--- config.mk ---
export PLATFORM = sky130hd
export DESIGN_NAME = layer_act_loader_flat
export DESIGN_NICKNAME = d
export VERILOG_FILES = /design/src/rtl/nn_pkg.sv /design/src/rtl/layer_act_loader_if.sv /design/src/rtl/act_bank.sv /design/src/rtl/layer_act_loader.sv /design/src/flat_wrapper.sv
export SDC_FILE = /design/constraint.sdc
export NUM_CORES = 1
export LEC_CHECK = 0
export BUFFER_PORTS_ARGS = -buffer_cell sky130_fd_sc_hd__buf_2
export CORE_MARGIN = 2
export CORE_UTILIZATION = 25
export DETAILED_ROUTE_END_ITERATION = 10
export PLACE_DENSITY = 0.47
export SLEW_MARGIN = 25
export SYNTH_ARGS = -nofsm -noshare
export SYNTH_HDL_FRONTEND = slang
export SYNTH_SLANG_ARGS = --single-unit
--- constraint.sdc ---
create_clock -name clk -period 5.9 [get_ports clk]
set_input_delay 1.18 -clock clk [delete_from_list [all_inputs] [get_ports clk]]
set_output_delay 1.18 -clock clk [all_outputs]
set_load 0.005 [all_outputs]
--- src/rtl/nn_pkg.sv ---
// rtl/nn_pkg.sv - shared widths, defaults and bank-select type for the layer datapath
package nn_pkg;

   localparam int FLOAT_W  = 32;
   localparam int N_IN_DEF = 10;

   typedef enum logic {
      B0 = 1'b0,
      B1 = 1'b1
   } bank_sel_t;

   function automatic bank_sel_t other_bank(input bank_sel_t b);
      return (b == B0) ? B1 : B0;
   endfunction

endpackage

--- src/rtl/layer_act_loader_if.sv ---
// rtl/layer_act_loader_if.sv - activation input stream plus parallel vector output bundle
interface layer_act_loader_if
   import nn_pkg::*;
#(
   parameter int N_IN = N_IN_DEF,
   parameter int FW   = FLOAT_W
);

   logic                 s_valid;
   logic                 s_ready;
   logic [FW-1:0]        s_data;
   logic                 s_last;
   logic                 m_valid;
   logic                 m_ready;
   logic [N_IN*FW-1:0]   m_act;
   logic                 frame_err;

   // slave is the loader; master is the upstream source and the consuming layer
   modport slave (
      input  s_valid, s_data, s_last, m_ready,
      output s_ready, m_valid, m_act, frame_err
   );

   modport master (
      output s_valid, s_data, s_last, m_ready,
      input  s_ready, m_valid, m_act, frame_err
   );

endinterface

--- src/rtl/act_bank.sv ---
// rtl/act_bank.sv - one N_IN x FW activation register file with its full flag
module act_bank
   import nn_pkg::*;
#(
   parameter int N_IN = N_IN_DEF,
   parameter int FW   = FLOAT_W,
   parameter int IW   = $clog2(N_IN)
) (
   input  logic                clk,
   input  logic                rst,
   input  logic                we,
   input  logic [IW-1:0]       idx,
   input  logic [FW-1:0]       data,
   input  logic                set_full,
   input  logic                clr_full,
   output logic                full,
   output logic [N_IN*FW-1:0]  rd_vec
);

   logic [FW-1:0] mem [N_IN];

   always_ff @(posedge clk) begin
      if (rst) begin
         for (int i = 0; i < N_IN; i++) begin
            mem[i] <= '0;
         end
         full <= 1'b0;
      end else begin
         if (we) begin
            mem[idx] <= data;
         end
         if (set_full) begin
            full <= 1'b1;
         end else if (clr_full) begin
            full <= 1'b0;
         end
      end
   end

   for (genvar g = 0; g < N_IN; g++) begin : g_flat
      assign rd_vec[FW*g +: FW] = mem[g];
   end

endmodule

--- src/rtl/layer_act_loader.sv ---
// rtl/layer_act_loader.sv - ping-pong loader assembling streamed float activations into a layer input vector
module layer_act_loader
   import nn_pkg::*;
#(
   parameter int N_IN = N_IN_DEF,
   parameter int FW   = FLOAT_W
) (
   input  logic               clk,
   input  logic               rst,
   layer_act_loader_if.slave  bus
);

   localparam int            IW       = $clog2(N_IN);
   localparam logic [IW-1:0] LAST_IDX = IW'(N_IN - 1);

   logic [IW-1:0]       wr_cnt;
   bank_sel_t           wr_sel;
   bank_sel_t           rd_sel;
   logic                rdy_en;
   logic                full0, full1;
   logic [N_IN*FW-1:0]  vec0, vec1;
   logic                wr_full;
   logic                accept, at_last, complete, bad_frame, consume;

   // rdy_en holds s_ready low through reset and for the first cycle after it
   assign wr_full     = (wr_sel == B1) ? full1 : full0;
   assign bus.s_ready = rdy_en && !wr_full;
   assign bus.m_valid = (rd_sel == B1) ? full1 : full0;
   assign bus.m_act   = (rd_sel == B1) ? vec1 : vec0;

   assign accept    = bus.s_valid && bus.s_ready;
   assign at_last   = (wr_cnt == LAST_IDX);
   assign complete  = accept && at_last && bus.s_last;
   assign bad_frame = accept && (at_last != bus.s_last);
   assign consume   = bus.m_valid && bus.m_ready;

   act_bank #(.N_IN(N_IN), .FW(FW), .IW(IW)) u_bank0 (
      .clk      (clk),
      .rst      (rst),
      .we       (accept && (wr_sel == B0)),
      .idx      (wr_cnt),
      .data     (bus.s_data),
      .set_full (complete && (wr_sel == B0)),
      .clr_full (consume && (rd_sel == B0)),
      .full     (full0),
      .rd_vec   (vec0)
   );

   act_bank #(.N_IN(N_IN), .FW(FW), .IW(IW)) u_bank1 (
      .clk      (clk),
      .rst      (rst),
      .we       (accept && (wr_sel == B1)),
      .idx      (wr_cnt),
      .data     (bus.s_data),
      .set_full (complete && (wr_sel == B1)),
      .clr_full (consume && (rd_sel == B1)),
      .full     (full1),
      .rd_vec   (vec1)
   );

   always_ff @(posedge clk) begin
      if (rst) begin
         wr_cnt        <= '0;
         wr_sel        <= B0;
         rd_sel        <= B0;
         rdy_en        <= 1'b0;
         bus.frame_err <= 1'b0;
      end else begin
         rdy_en        <= 1'b1;
         bus.frame_err <= bad_frame;
         if (accept) begin
            wr_cnt <= (complete || bad_frame) ? '0 : wr_cnt + IW'(1);
         end
         if (complete) begin
            wr_sel <= other_bank(wr_sel);
         end
         if (consume) begin
            rd_sel <= other_bank(rd_sel);
         end
      end
   end

endmodule

--- src/flat_wrapper.sv ---
// flat-port wrapper written by rule: the top's interface ports become plain ports
module layer_act_loader_flat import nn_pkg::*;
#(
   parameter int N_IN = N_IN_DEF,
   parameter int FW   = FLOAT_W
)
  (clk, rst, bus_s_valid, bus_s_data, bus_s_last, bus_m_ready, bus_s_ready, bus_m_valid, bus_m_act, bus_frame_err);
  layer_act_loader_if #(.N_IN(N_IN), .FW(FW)) bus_i ();
  input  logic clk;
  input  logic rst;
  input wire logic [$bits(bus_i.s_valid)-1:0] bus_s_valid;
  input wire logic [$bits(bus_i.s_data)-1:0] bus_s_data;
  input wire logic [$bits(bus_i.s_last)-1:0] bus_s_last;
  input wire logic [$bits(bus_i.m_ready)-1:0] bus_m_ready;
  output wire logic [$bits(bus_i.s_ready)-1:0] bus_s_ready;
  output wire logic [$bits(bus_i.m_valid)-1:0] bus_m_valid;
  output wire logic [$bits(bus_i.m_act)-1:0] bus_m_act;
  output wire logic [$bits(bus_i.frame_err)-1:0] bus_frame_err;
  assign bus_i.s_valid = bus_s_valid;
  assign bus_i.s_data = bus_s_data;
  assign bus_i.s_last = bus_s_last;
  assign bus_i.m_ready = bus_m_ready;
  assign bus_s_ready = bus_i.s_ready;
  assign bus_m_valid = bus_i.m_valid;
  assign bus_m_act = bus_i.m_act;
  assign bus_frame_err = bus_i.frame_err;
  layer_act_loader #(.N_IN(N_IN), .FW(FW)) u_core (.clk(clk), .rst(rst), .bus(bus_i));
endmodule
### Yosys cells after proc, flatten, opt, wreduce, memory -nomap -nowiden

Memories as Yosys holds them, arrays and structs flattened.
Cells that the tools add are included.

* register bits: 10
* logic and storage cells: 57
* RAM bits: 640
* memories kept: 2

* bitwise operators: 2
* add/subtract/negate cells: 1
* reduce and logical (&&, ||, !) cells: 18
* mux-type cells: 25
* equality and inequality tests: 2

Memories
* u_core.u_bank0.mem: words 10, width 32, rd ports 10, clocked after Yosys merged registers in 0, write ports 10, RTL line act_bank.sv:20 `logic [FW-1:0] mem [N_IN];`
* u_core.u_bank1.mem: words 10, width 32, rd ports 10, clocked after Yosys merged registers in 0, write ports 10, RTL line act_bank.sv:20

Operator list (number)
* $mux W320: 1
* $mux W32: 2
* $reduce_or A32 Y1: 2
* $mux W1: 19
* $logic_and A1 B1 Y1: 12
* $mux W4: 3
* $add A4 B1 Y4 const B: 1
* $eq A4 B4 Y1 const B: 1
* $reduce_bool A2 Y1: 2
* $not A1 Y1: 2
* $logic_not A1 Y1: 1
* $logic_or A1 B1 Y1: 1
* $ne A1 B1 Y1: 1

### Longest topological paths before layout

Gate-level depths: netlist of run 1.

* depth after elaboration: 10
* mapped depth: 7
* mapped depth without buffers: 5

### By module

From an unflattened synthesis of run 1, not the netlist that was laid out.

* cell total of the unflattened synthesis: 1950
* area, all modules: 28742.6 µm²

Modules (own cells, without submodules)
* act_bank (u_core.u_bank1): seq. area each 9629.2 µm², area each 12329.3 µm², cells each 770, instances 1
* act_bank (u_core.u_bank0): seq. area each 9629.2 µm², area each 11956.5 µm², cells each 770, instances 1
* layer_act_loader: seq. area each 160.2 µm², area each 4456.8 µm², cells each 410, instances 1

### Worst setup path after synthesis of run 1

Ideal clock, no wire load.

* kind: input to register
* start point: input port rst
* end point: memory u_core.u_bank0.mem[0][0] (netlist bit) (enable)
* slack: 1.276 ns
* data arrival time: 4.158 ns
* required time: 5.434 ns
* stages: 4
* library setup time: 0.466 ns
* path through: nand3b_4 or3_1 buf_2 o21ai_0

RTL lines
* start, declared: RTL line flat_wrapper.sv:10 `input logic rst;`
* end, declared: RTL line act_bank.sv:20

### Worst setup path in the final report of run 1

* start point: register u_core.rd_sel
* end point: output port bus_m_act[21]

* cells in the longest elaborated chain, start to end: 1

Ends and longest elaborated chain
* start, declared: RTL line layer_act_loader.sv:18 `bank_sel_t rd_sel;`
* start signal, assigned: RTL line layer_act_loader.sv:78 `rd_sel <= other_bank(rd_sel);`
* $mux W320: RTL line layer_act_loader.sv:29 `assign bus.m_act = (rd_sel == B1) ? vec1 : vec0;`
* end, declared: RTL line flat_wrapper.sv:17 `output wire logic [$bits(bus_i.m_act)-1:0] bus_m_act;`

No other way between the ends.

==> reports/qor.yml, run 1 <==
final_layout:
  multiInputGateArea_um2: 8270
  syn2layout_area_growth_pct: 21.8
  seq_area_um2: 19400
  fill_cells: 11100
  drive_gt1_share_pct: 38.3
  fin_cells: 3786
  final_core_util_pct: 30.7
  finalNetCount: 2258
worst_setup_path:
  crit_required_ps: 4720
  criticalPathCategory: "flip-flop to output port"
  cp-end-kind: "output port"
  slowest_delay_ps: 830
  worst_r2r_startpoint: "u_core.wr_sel"
  cp_cell_sequence: "buf_12 > mux2_2 > buf_2"
  critical_path.top_delay_family: "flip-flops"
  r2r_end: "u_core.u_bank1.mem[7][31]"
  crit_slowest_cell: "dfxtp_4"
  cp-start-kind: "flip-flop"
  crit_fanout: 116
  path_buf_inv: 2
  rr_worst_depth: 3
  regToRegSetupSlack_ps: 2680
  arrival_ps: 2880
synth:
  synth_area_leader_cell: "edfxtp_1"
  synthTopCellsByArea: "edfxtp_1 68%, mux2_2 13%, and2_1 9.3%"
  avgSynthCellArea_um2: 14.8
  synth_seq_cells: 650
  yosysSeqAreaShare_pct: 68.8
  syn-cell-area_um2: 28200
  yosys-top-cells-count: "640 x edfxtp_1, 418 x and2_1, 322 x mux2_2"
  synth-edff-count: 640
  post-synth-top-count-cell: "edfxtp_1"
  yosysWarnings: 0
  synth_top_area_share_pct: 68.1
  synthFlopType: "edfxtp_1"
  synthCells: 1901
  synth_nets: 1940
  yosysUniqueCellTypes: 47
  async_reset_ff_share_pct: 0
floorplan:
  die_y_um: 340
  initial_core_util_pct: 25.2
  num_io_pins: 360
  die_x_um: 340
  fp-row-count: 123
  core_um2: 112000
  dieArea_um2: 116000
hold_path:
  holdPathStages: 2
  hp-class: "flip-flop to flip-flop"
  hold_end: "u_core.u_bank0.full"
  hp-start: "u_core.u_bank0.full"
clocking:
  post_cts_buffers: 0
  htreeDepth: 3
  cts_buffer_depth: 3
  clk_latency_ps: 630
  cts.repair.resized: 0
  cts_tree: "built"
  holdBufCountCts: 0
  clkTransAtPathRegs_ps: 60
  numCtsBuffers: 79
  cts_sinks: 650
  ctsRootBufferMaster: "clkbuf_16"
timing:
  finalHoldViolCount: 0
  setup_slack_ps: 1840
  setup_viol: 0
  tns_ps: 0
  slew_headroom_pct: 27.8
  rsz0062_at_grt: "no"
  skew_ps: 17.7
  hold_ws_ps: 593
  worst_slew_pin_slew_ps: 1080
  drv_slew: 0
  clock.fmax_mhz: 247
  min_period_ps: 4060
  timing.final.crit_share_pct: 68.8
drt:
  wl_per_cell_um: 23.3
  dr_total_vias: 16400
  final_antenna_net_count: 0
  viasPerCell: 4.34
  drc_errors: 0
  routed_wirelength_um: 88300
  drt_iter0_drc: 1160
  drt_first_pass_iters: 5
placed_design:
  hpwlAfterDp_um: 61200
  io_buffers: 359
  pre_cts_slack_ps: 1820
  placed_cells: 3636
  place.gp.congestion: 0.769
outcome:
  outcome: "complete, no violations"
grt:
  antenna_found_initial: 16
  grt_max_degree: 117
  grt_remaining_overflow: 0
  grt_pass1_wl_um: 124000
  grt_pass1_vias: 16800
  grt_usage_pct: 15.0
pwr:
  p_leak_nw: 13.4
  ir_worst_vdd_mv: 0.204
  power.density_nw_per_um2: 312
job:
  drv_cap: 0
cell type report:
class                      count  area share (%)
antenna                        4          0.0291
clock buffer                  96            6.06
clock inverter                48            1.56
inverter                       4          0.0437
multi-input combinational   1095            24.1
sequential                   650            56.5
tap                         1500            5.46
timing repair buffer         389            6.32
how the worst max path moves through the flow:
stage                        from                         to  slack [ps]  cells after the start
floorplan                     rst   u_core.u_bank0.mem[0][0]        1280                      4
global placement              rst  u_core.u_bank0.mem[0][24]        1920                      5
detailed placement            rst  u_core.u_bank0.mem[3][29]        1820                      4
CTS                 u_core.rd_sel              bus_m_act[21]        1820                      3
global route        u_core.rd_sel              bus_m_act[21]        1740                      3
finish              u_core.rd_sel              bus_m_act[21]        1840                      3
stage by stage:
stage | area (um^2) | power [mW]
5_1_grt | 34400 | 11.1
2_1_floorplan | 28200 | 5.57
3_5_place_dp | 31700 | 5.90
4_1_cts | 34300 | 10.9
3_3_place_gp | 31600 | 5.88
6_report | 34400 | 10.7
flip-flops by register name, summed over array words and instances (netlist names):
| signal | count |
|---|---|
| u_core.bus.frame_err | 1 |
| u_core.rd_sel | 1 |
| u_core.rdy_en | 1 |
| u_core.u_bank0.full | 1 |
| u_core.u_bank0.mem | 320 |
| u_core.u_bank1.full | 1 |
| u_core.u_bank1.mem | 320 |
| u_core.wr_cnt | 4 |
| u_core.wr_sel | 1 |
logic make-up after synthesis:
family | synth area share [%]
compound gates | 0.483
xor+xnor | 0.0310
fa+ha+maj | 0.0886
buf+inv | 2.42
flops | 68.8
mux | 12.9
simple gates | 15.3
tightest hold or removal path, cell delays in order, from the launching register on:
cell	delay, ps
dfxtp_1	380
o21ai_0	100
a21oi_1	70
layer usage:
metal	share of wire [%]	vias up	routed length, um	global-route usage (%)
met3	6.0	99	5340	3.33
met1	43	8354	37800	19.2
met5	0.034	-	30	0
li1	-	7444	-	-
met4	2.0	4	1750	4.08
met2	49	521	43400	25.3
power by group:
group | leakage [nW] | switching [mW] | total [mW] | internal [mW]
logic | 5.48 | 0.357 | 0.513 | 0.156
registers | 6.65 | 0.0461 | 5.28 | 5.23
clock network | 1.26 | 1.99 | 4.93 | 2.93
total | 13.4 | 2.40 | 10.7 | 8.32
cell usage in the layout (no fill, tap or decap), types with 3 or more instances in the layout:
| master | count |
|---|---|
| edfxtp_1 | 640 |
| and2_1 | 418 |
| buf_2 | 359 |
| mux2_2 | 322 |
| nor2_1 | 164 |
| clkbuf_16 | 81 |
| and3_1 | 65 |
| nand2_1 | 37 |
| buf_4 | 19 |
| clkbuf_1 | 15 |
| clkinv_1 | 14 |
| or2_2 | 13 |
| bufinv_16 | 9 |
| dfxtp_1 | 9 |
| clkinv_2 | 8 |
| clkinvlp_4 | 7 |
| nor3_4 | 6 |
| nor4_4 | 6 |
| inv_6 | 6 |
| o21ai_4 | 5 |
| buf_16 | 5 |
| diode_2 | 4 |
| a21oi_1 | 4 |
| inv_1 | 4 |
| nor2b_1 | 4 |
| nand3_2 | 4 |
| o21ai_0 | 3 |
| nand4_1 | 3 |
| nand2b_1 | 3 |
| inv_16 | 3 |
| buf_12 | 3 |
(Power assumes the default switching activity.)
==> run 2: changes to the inputs <==
--- a/config.mk
+++ b/config.mk
@@ -9,7 +9,7 @@
 export CORE_MARGIN = 2
 export CORE_UTILIZATION = 25
 export DETAILED_ROUTE_END_ITERATION = 10
-export PLACE_DENSITY = 0.47
+export PLACE_DENSITY = 0.48
 export SLEW_MARGIN = 25
 export SYNTH_ARGS = -nofsm -noshare
 export SYNTH_HDL_FRONTEND = slang
==> constraint.sdc (replaced) <==
create_clock -name clk -period 3.7 [get_ports clk]
set_input_delay 0.74 -clock clk [delete_from_list [all_inputs] [get_ports clk]]
set_output_delay 0.74 -clock clk [all_outputs]
set_load 0.005 [all_outputs]
==> run 2 against run 1 <==
Against the previous run:
- clock skew is 0.57 ps higher
- wire length is 2.5% lower
- sequential power is 59% higher
- critical path depth stayed put
- hold slack worse by 240 ps
- clock power is 60% higher
- core utilization hardly changed
- clock-buffer cell count is 8 higher
- register-to-register slack worse by 1600 ps
- combinational power is 55% higher
- power is 60% higher
- highest routed layer unchanged
==> reports/qor.yml, run 2 (synthesis gave the netlist of run 1 again) <==
final_layout:
  most-common-layout-cells: "640 x edfxtp_1, 418 x and2_1, 359 x buf_2"
  fin_area_um2: 34400
  drive_gt1_share_pct: 38.5
  fill_cells: 11100
  syn2layout_area_growth_pct: 22.0
  finalNetCount: 2270
  largestRegisters: "u_core.u_bank0.mem: 320 flops, u_core.u_bank1.mem: 320 flops, u_core.wr_cnt: 4 flops"
  layout_commonest_cell: "edfxtp_1"
drt:
  viasPerCell: 4.34
  drt_iter0_drc: 1251
  dr_total_vias: 16500
  drt_first_pass_iters: 5
  wl_per_cell_um: 22.7
  drc_errors: 0
  final_antenna_net_count: 0
  routed_wirelength_um: 86100
worst_setup_path:
  crit_fanout: 116
  arrival_ps: 2400
  rr_worst_depth: 3
  slowest_delay_ps: 510
  criticalPathCategory: "flip-flop to output port"
  cp-end-kind: "output port"
  crit_slowest_cell: "buf_12"
  crit_required_ps: 2960
  cp_cell_sequence: "buf_12 > mux2_2 > buf_2"
  cp-start-kind: "flip-flop"
hold_path:
  holdPathStages: 2
  hp-class: "input pin to flip-flop"
floorplan:
  die_x_um: 340
  core_um2: 112000
  die_y_um: 340
  fp-row-count: 123
  initial_core_util_pct: 25.2
  num_io_pins: 360
  dieArea_um2: 116000
grt:
  grt_pass1_wl_um: 122000
  antenna_found_initial: 13
  grt_remaining_overflow: 0
  grt_usage_pct: 14.6
  grt_pass1_vias: 16900
  grt_max_degree: 117
placed_design:
  io_buffers: 359
  hpwlAfterDp_um: 58200
  place.gp.congestion: 0.763
  place_area_um2: 31700
timing:
  skew_ps: 18.3
  slew_headroom_pct: 34.2
  worst_slew_pin_slew_ps: 987
  timing.final.crit_share_pct: 85.0
  rsz0062_at_grt: "no"
  finalHoldViolCount: 0
  setup_viol: 0
  tns_ps: 0
  min_period_ps: 3140
  drv_slew: 0
  clock.fmax_mhz: 318
clocking:
  numCtsBuffers: 82
  holdBufCountCts: 0
  cts_sinks: 650
  cts.repair.resized: 0
  clkTransAtPathRegs_ps: 60
  post_cts_buffers: 0
  clk_latency_ps: 640
  ctsRootBufferMaster: "clkbuf_16"
  cts_tree: "built"
  cts_buffer_depth: 3
  htreeDepth: 3
pwr:
  ir_worst_vdd_mv: 0.299
  power.density_nw_per_um2: 497
  p_leak_nw: 13.4
job:
  drv_cap: 0
outcome:
  outcome: "complete, no violations"
[run 2: cell type report]
type | count | area, um^2 | area share [%]
well taps | 1500 | 1880 | 5.45
clock inverters | 42 | 409 | 1.19
repair buffers | 398 | 2160 | 6.27
multi-input cells | 1095 | 8290 | 24.1
diodes | 8 | 20.0 | 0.0581
clock buffers | 104 | 2240 | 6.51
inverters | 4 | 15.0 | 0.0436
flip-flops and latches | 650 | 19400 | 56.4
[run 2: where the power goes]
part | switching [mW] | internal [mW]
logic | 0.551 | 0.241
clock network | 3.08 | 4.82
registers | 0.0682 | 8.34
[run 2: path summary, 6_finish.rpt]
check	to	slack (ps)	start
worst max register to register	u_core.u_bank0.mem[4][20]	1060	u_core.wr_cnt[2]
worst max-delay path	bus_m_act[236]	560	u_core.rd_sel
worst min register to register	u_core.u_bank1.full	550	u_core.u_bank1.full
worst min-delay path	u_core.rd_sel	350	bus_m_ready
[run 2: critical path: cells and delay by family, from the launching register on]
kind,cells,cell delay (ps)
multiplexers,1,470
flip-flops,1,490
buffers and inverters,2,660
[run 2: per-stage QoR]
stage                     power (mW)  worst slack, ps  hold slack (ps)  util (%)  std cells
after floorplan                 8.88              385              497         -       1901
after global placement          9.36              766              541      28.3       3645
after detailed placement        9.38              723              539      28.3       3646
after CTS                       17.4              484              286      30.6       3792
after global routing            17.7              461              324      30.7       3793
final                           17.1              555              351      30.7       3801
[run 2: metal layers]
metal | share of wire [%] | track usage [%] | vias to the layer above
li1 | - | - | 7465
met3 | 7.5 | 4.32 | 110
met1 | 43 | 19.0 | 8401
met2 | 47 | 23.5 | 525
met5 | 0.021 | 0 | -
met4 | 2.2 | 4.06 | 4
==> run 3: changes to the inputs <==
==> constraint.sdc (replaced) <==
create_clock -name clk -period 2.7 [get_ports clk]
set_input_delay 0.54 -clock clk [delete_from_list [all_inputs] [get_ports clk]]
set_output_delay 0.54 -clock clk [all_outputs]
set_load 0.005 [all_outputs]
==> run 3 against run 2 <==
Against the previous run:
- clock-buffer cell count fell by 6
- largest cell class unchanged
- highest routed layer is now met4
- non-clock buffer count grew 20
- clock skew up 8.1 ps
==> reports/qor.yml, run 3 (synthesis gave the netlist of run 1 again) <==
worst_setup_path:
  path_buf_inv: 2
  cp_cell_sequence: "buf_16 > mux2_2 > buf_2"
  critical_path.top_delay_family: "buffers and inverters"
  rr_worst_depth: 4
  crit_cells: 3
  worst_r2r_startpoint: "u_core.wr_cnt[0]"
  cp-start-kind: "flip-flop"
  crit_slowest_cell: "mux2_2"
  criticalPathCategory: "flip-flop to output port"
  arrival_ps: 2110
  crit_fanout: 86
  crit_required_ps: 2160
  slowest_delay_ps: 440
  startpoint: "u_core.rd_sel"
  cp-end-kind: "output port"
placed_design:
  place.gp.congestion: 0.763
  io_buffers: 359
  placed_cells: 3663
  hpwlAfterDp_um: 57500
final_layout:
  finalNetCount: 2288
  drive_gt1_share_pct: 39.1
  syn2layout_area_growth_pct: 23.4
  largestRegisters: "u_core.u_bank0.mem: 320 flops, u_core.u_bank1.mem: 320 flops, u_core.wr_cnt: 4 flops"
  fill_cells: 11200
  most-common-layout-cells: "640 x edfxtp_1, 418 x and2_1, 359 x buf_2"
  fin_cells: 3820
  layout_commonest_cell: "edfxtp_1"
drt:
  final_antenna_net_count: 0
  drt_first_pass_iters: 5
  routed_wirelength_um: 86000
  viasPerCell: 4.34
  dr_total_vias: 16600
  drc_errors: 0
  wl_per_cell_um: 22.5
  drt_iter0_drc: 1140
clocking:
  clk_latency_ps: 640
  cts_buffer_depth: 3
  cts_tree: "built"
  clkTransAtPathRegs_ps: 50
  numCtsBuffers: 80
  htreeDepth: 3
  cts_sinks: 650
  ctsRootBufferMaster: "clkbuf_16"
timing:
  worst_slew_pin_slew_ps: 896
  clock.fmax_mhz: 377
  tns_ps: 0
  finalHoldViolCount: 0
  setup_viol: 0
  skew_ps: 26.4
  timing.final.crit_share_pct: 98.3
  min_period_ps: 2650
  drv_slew: 0
  rsz0062_at_grt: "yes"
  slew_headroom_pct: 40.1
pwr:
  finalPower_mw: 23.1
  p_leak_nw: 13.6
  pwr-share-comb_pct: 4.9
  power.density_nw_per_um2: 662
  ir_worst_vdd_mv: 0.438
  p_int_mw: 17.9
  sw_frac_of_total_pct: 22.2
  seqPwrFrac_pct: 49.9
  clkPwrFrac_pct: 45.2
  p_switching_mw: 5.12
job:
  drv_cap: 0
floorplan:
  core_um2: 112000
  die_y_um: 340
  die_x_um: 340
  initial_core_util_pct: 25.2
  fp-row-count: 123
  dieArea_um2: 116000
  num_io_pins: 360
outcome:
  outcome: "complete, no violations"
grt:
  grt_pass1_wl_um: 123000
  antenna_found_initial: 10
  grt_usage_pct: 14.6
  grt_pass1_vias: 17400
  grt_max_degree: 87
  grt_remaining_overflow: 0
hold_path:
  hp-class: "input pin to flip-flop"
  holdPathStages: 2
  hp-start: "bus_m_ready"
==> run 3: per-layer routing <==
layer  track usage, %  up-vias  share of wire, %
li1                 -     7512                 -
met5                0        -                 0
met1             19.2     8454                44
met4             4.19        0               2.3
met3             3.54      114               6.3
met2             23.9      492                47
==> run 3: path summary, 6_finish.rpt <==
check / to / slack [ps]
min: u_core.rd_sel / 170
max reg2reg: u_core.u_bank0.mem[9][7] / 310
min reg2reg: u_core.u_bank1.full / 610
max: bus_m_act[194] / 50
==> run 3: what timing repair did <==
item | 4_1_cts | 5_1_grt
hold buffers | 0 | 0
endpoints found under the setup margin | 132 | 44
hold endpoints to repair | 0 | 0
gates cloned | 2 | 0
setup buffers | 2 | 0
resized for setup | 11 | 6
==> run 3: through the flow <==
stage,worst slack (ps),area [um^2],utilization [%],hold slack [ps]
6_report,46.1,34800,31.0,174
5_1_grt,-41.7,34800,31.0,165
3_5_place_dp,362,32100,28.6,594
4_1_cts,-36.3,34800,31.0,113
2_1_floorplan,126,28300,-,497
3_3_place_gp,414,32100,28.6,553
==> run 3: worst reg2reg max path: stages (launching register included) <==
cell and delay, ps:
dfxtp_1 580, nor2b_1 710, nand3_1 180, nand2_2 350, buf_12 240
==> run 3: power by group through the flow <==
stage / logic [mW] / registers (mW) / clock network [mW]
6_report: 1.13 / 11.5 / 10.4
5_1_grt: 1.22 / 11.5 / 11.1
4_1_cts: 1.17 / 11.5 / 10.7
3_5_place_dp: 1.17 / 11.7 / 0
3_3_place_gp: 1.16 / 11.7 / 0
2_1_floorplan: 0.480 / 11.7 / 0
==> run 3: cell type report <==
type | count | area (um^2) | share of cell area (%)
repair buffers | 418 | 2660 | 7.64
inverters | 4 | 15.0 | 0.0431
clock buffers | 98 | 2110 | 6.06
clock inverters | 44 | 400 | 1.15
well taps | 1500 | 1880 | 5.39
diodes | 11 | 27.5 | 0.0790
flip-flops and latches | 650 | 19400 | 55.8
multi-input cells | 1095 | 8310 | 23.9
